**src/rtl/serial_sub.sv**
```systemverilog
// Bit-serial WIDTH-bit subtractor (a - b - b_in), LSB first, start/busy/done.
// Define SERIAL_SUB_ADD_EN to add a mode input that turns the cell into an adder.
module serial_sub #(
    parameter int WIDTH = 4
) (
    input  logic             clock,
    input  logic             reset,
    input  logic             start,
    input  logic [WIDTH-1:0] a,
    input  logic [WIDTH-1:0] b,
    input  logic             b_in,
`ifdef SERIAL_SUB_ADD_EN
    input  logic             mode,
`endif
    output logic             busy,
    output logic             done,
    output logic [WIDTH-1:0] diff,
    output logic             b_out
);

    localparam int CW = (WIDTH > 2) ? $clog2(WIDTH) : 1;

    typedef enum logic {
        IDLE,
        SHIFT
    } state_t;

    state_t           state;
    logic [WIDTH-1:0] a_reg;
    logic [WIDTH-1:0] b_reg;
    logic             br;
    logic [CW-1:0]    count;
    logic             add_mode;

    logic             x;
    logic             y;
    logic             d;
    logic             br_next;
    logic [WIDTH-1:0] next_res;

`ifdef SERIAL_SUB_ADD_EN
    logic mode_reg;
    assign add_mode = mode_reg;
`else
    assign add_mode = 1'b0;
`endif

    always_comb begin
        x       = a_reg[0];
        y       = b_reg[0];
        d       = x ^ y ^ br;
        br_next = (~x & y) | (~(x ^ y) & br);
        if (add_mode)
            br_next = (x & y) | (br & (x ^ y));
        // Result bits fill the a-reg from the top as its operand bits drain out.
        next_res = {d, a_reg[WIDTH-1:1]};
    end

    always_ff @(posedge clock) begin
        if (reset) begin
            state <= IDLE;
            a_reg <= '0;
            b_reg <= '0;
            br    <= 1'b0;
            count <= '0;
            busy  <= 1'b0;
            done  <= 1'b0;
            diff  <= '0;
            b_out <= 1'b0;
`ifdef SERIAL_SUB_ADD_EN
            mode_reg <= 1'b0;
`endif
        end else begin
            unique case (state)
                IDLE: begin
                    done <= 1'b0;
                    if (start) begin
                        a_reg <= a;
                        b_reg <= b;
                        br    <= b_in;
                        count <= '0;
                        busy  <= 1'b1;
                        state <= SHIFT;
`ifdef SERIAL_SUB_ADD_EN
                        mode_reg <= mode;
`endif
                    end
                end
                SHIFT: begin
                    a_reg <= next_res;
                    b_reg <= {1'b0, b_reg[WIDTH-1:1]};
                    br    <= br_next;
                    count <= count + CW'(1);
                    if (count == CW'(WIDTH - 1)) begin
                        diff  <= next_res;
                        b_out <= br_next;
                        done  <= 1'b1;
                        busy  <= 1'b0;
                        state <= IDLE;
                    end
                end
                default: state <= IDLE;
            endcase
        end
    end

endmodule

```
**config.mk**
```make
export PLATFORM = sky130hd
export DESIGN_NAME = serial_sub
export DESIGN_NICKNAME = d
export VERILOG_FILES = /design/src/rtl/serial_sub.sv
export SDC_FILE = /design/constraint.sdc
export NUM_CORES = 1
export LEC_CHECK = 0
export BUFFER_PORTS_ARGS = -buffer_cell sky130_fd_sc_hd__buf_4
export CORE_MARGIN = 2
export CORE_UTILIZATION = 55
export DETAILED_ROUTE_END_ITERATION = 10
export PLACE_DENSITY_LB_ADDON = 0.12
export RECOVER_POWER = 25
export SETUP_SLACK_MARGIN = 0.15
export SYNTH_ARGS = -nofsm -noshare
export SYNTH_HDL_FRONTEND = slang
export SYNTH_SLANG_ARGS = --single-unit
```
**constraint.sdc**
```tcl
create_clock -name clock -period 2.8 [get_ports clock]
set_clock_uncertainty 0.2 [all_clocks]
set_input_delay 0 -clock clock [delete_from_list [all_inputs] [get_ports clock]]
set_output_delay 0 -clock clock [all_outputs]
set_load 0.03 [all_outputs]
```
==> metrics <==
Detailed Routing Iterations Pass 1=4; Post-synth EDFFs=0; CP most frequent cell=dlygate4sd3_1; register area share after synthesis=44.57%; crit end category=register; largest net degree at the start of global routing=29; slew of the pin with the lowest slew margin=0.7979 ns; Starting Density=57.99%; DPL Wire Length=1012 um; CTS Hold Bufs=16; synth unique cells=21; htree depth=1; post-route setup slack=0.6149 ns; Slew headroom=46.74%; Clock transition at path regs=0.11 ns; routed vias/inst=5.481; Post CTS Setup Buffer Count=0; vias in the first global route=674; Antenna Cells=0; Pins Over Slew Limit=0; PnR Total Power=0.5250 mW; Cell Pwr Density=468.8 nW/um2; Worst setup SP type=primary input; Total GRT Usage=21.41%; clk sink count=19; die area=1883 um2; Site Rows=14; drt drc=0; Crit Path Class=primary input to register; outcome=complete, no violations; max-cap viol count=0; Sequential Power Share=57.4%; Core Footprint=1471 um2; Min Hold Slack=0.3021 ns; top-count cell post-synth=dfxtp_1; first-pass GRT wire length=3022 um; DIE WIDTH=43.39 um; cell taking the most area after synthesis=dfxtp_1; Max VDD drop=0.0002872 V; Clk Latency, worst-skew pair=0.29 ns; routability cong.=0.6977; synthesized cell area=853.3 um2; Arrival @ worst endpoint=2.17 ns; top cells by count, synth=19 x dfxtp_1, 9 x a21oi_1, 9 x mux2i_1; post-synth top area share=44.57%; Final Cell Area=1120 um2; net count after synthesis=98; initial antenna violation count=0; PortBufs=18; minimum clock period=2.185 ns; Syn Inst Count=84; Synth-to-Final Area Change=31.23%; 1st-iter DRT viols=19; Hold Vio Cnt, Final=0; largest cells by area after synthesis=dfxtp_1 45%, mux2i_1 11%, a211oi_1 7.0%, a21bo_2 5.9%, a21oi_1 5.3%; Yosys warning count=0; Internal=0.3928 mW; total net switching power=0.1321 mW; Seq cells post-synth=19; Buf/Inv on CP=4; setup TNS=0 ns; Hold WC Path Type=register to register; Area after DPL=955.9 um2; Vias=718; Cell Chain, Critical Path=dlygate4sd3_1 > buf_4 > mux2i_1 > dlygate4sd3_1 > nor3_1 > dlygate4sd3_1; ANT nets after route=0; Die Y=43.39 um; Placement Setup Slack=1.208 ns; RSZ-0062 raised after global routing=no; I/O pin count=19; prevailing post-synth register cell=dfxtp_1; combinational power share=16.9%; Clock Path Buffers=2; Detailed Route WL=1741 um; Final Cycle Share=78.04%; DR WL/cell=13.29 um; FFs w/ async S/R, synth=0%; critical path's top delay family=buffers and inverters; syn avg cell area=10.16 um2; Setup violations, final=0; root buf cell=clkbuf_4; # nets final=130; Leakage=0.4618 nW; layout cell share with drive strength beyond 1=18.26%; Clk network pwr share=25.7%; CP Max Fanout=13; Sw Share=25.17%; CP max stage delay=0.58 ns; Layout fillers=131; Resize count post-CTS=0; TritonCTS clock tree=done; total CTS buffers=3; WP data required=2.79 ns; Fmax=457.7 MHz; total gr overflow=0; CP max-delay cell=dlygate4sd3_1
-- placed cells by master, fill, tap and decap left out, types with 2 or more instances in the layout --
cell type	synthesis	layout
nand3_1	4	4
nor2b_1	7	7
clkbuf_4	0	3
buf_4	2	12
mux2i_1	9	9
inv_1	2	2
clkbuf_1	0	7
a211oi_1	8	8
or3b_1	2	2
a21bo_2	5	5
dfxtp_1	19	19
nand2b_1	2	2
a21oi_1	9	9
dlygate4sd3_1	0	16
nor3_1	2	2
nor2_1	2	2
-- final timing paths --
kind / cells after the start / start / slack (ns) / end
setup / recovery: 6 / start / 0.61 / b_reg[3]
hold / removal: 2 / a_reg[3] / 0.30 / diff[2]
setup reg to reg: 3 / state / 0.66 / b_reg[1]
hold reg to reg: 2 / a_reg[3] / 0.30 / diff[2]
-- worst register-to-register path, delay by kind of cell, from the launching register on --
kind | cells | cell delay, ns
AO/OA/AOI/OAI | 1 | 0.24
buffers and inverters | 2 | 0.80
flip-flops | 1 | 0.85
-- layer usage --
| metal | up-vias | wire, um | GRT usage (%) |
|---|---|---|---|
| met5 | - | 0 | 0 |
| met4 | 0 | 13 | 5.455 |
| met3 | 2 | 71 | 2.917 |
| met2 | 18 | 892 | 37.01 |
| met1 | 340 | 763 | 28.34 |
| li1 | 358 | - | - |
-- area by class of cell --
cell class | instances | area (um2) | area share (%)
multi-input cells | 55 | 409.1 | 36.54
repair buffers | 34 | 272.8 | 24.36
well taps | 16 | 20.02 | 1.788
clock buffers | 4 | 26.28 | 2.346
flip-flops and latches | 19 | 380.4 | 33.97
inverters | 3 | 11.26 | 1.006
-- logic make-up (layout without fill, tap and decap cells) --
group	count (synthesis)	after routing	share of synthesized area [%]
adders and majority gates	2	2	3.812
DFF	19	19	44.57
buffers and inverters	10	41	7.477
muxes	9	9	10.56
AOI/OAI and AO/OA	24	24	20.09
and+or+nand+nor	20	20	13.49
-- power groups by stage --
stage	logic, mW	clock network, mW	registers (mW)
3_5_place_dp	0.0667	0	0.307
4_1_cts	0.0875	0.138	0.301
2_1_floorplan	0.0545	0	0.301
6_report	0.0885	0.135	0.301
3_3_place_gp	0.0663	0	0.306
5_1_grt	0.0973	0.148	0.304
-- through the flow --
step | utilization (%) | instances
after global placement | 64.97 | 111
final | 76.11 | 131
after CTS | 77.64 | 131
after floorplan | - | 84
after global routing | 76.11 | 131
after detailed placement | 64.97 | 111
Power figures use the tool's default switching activity.
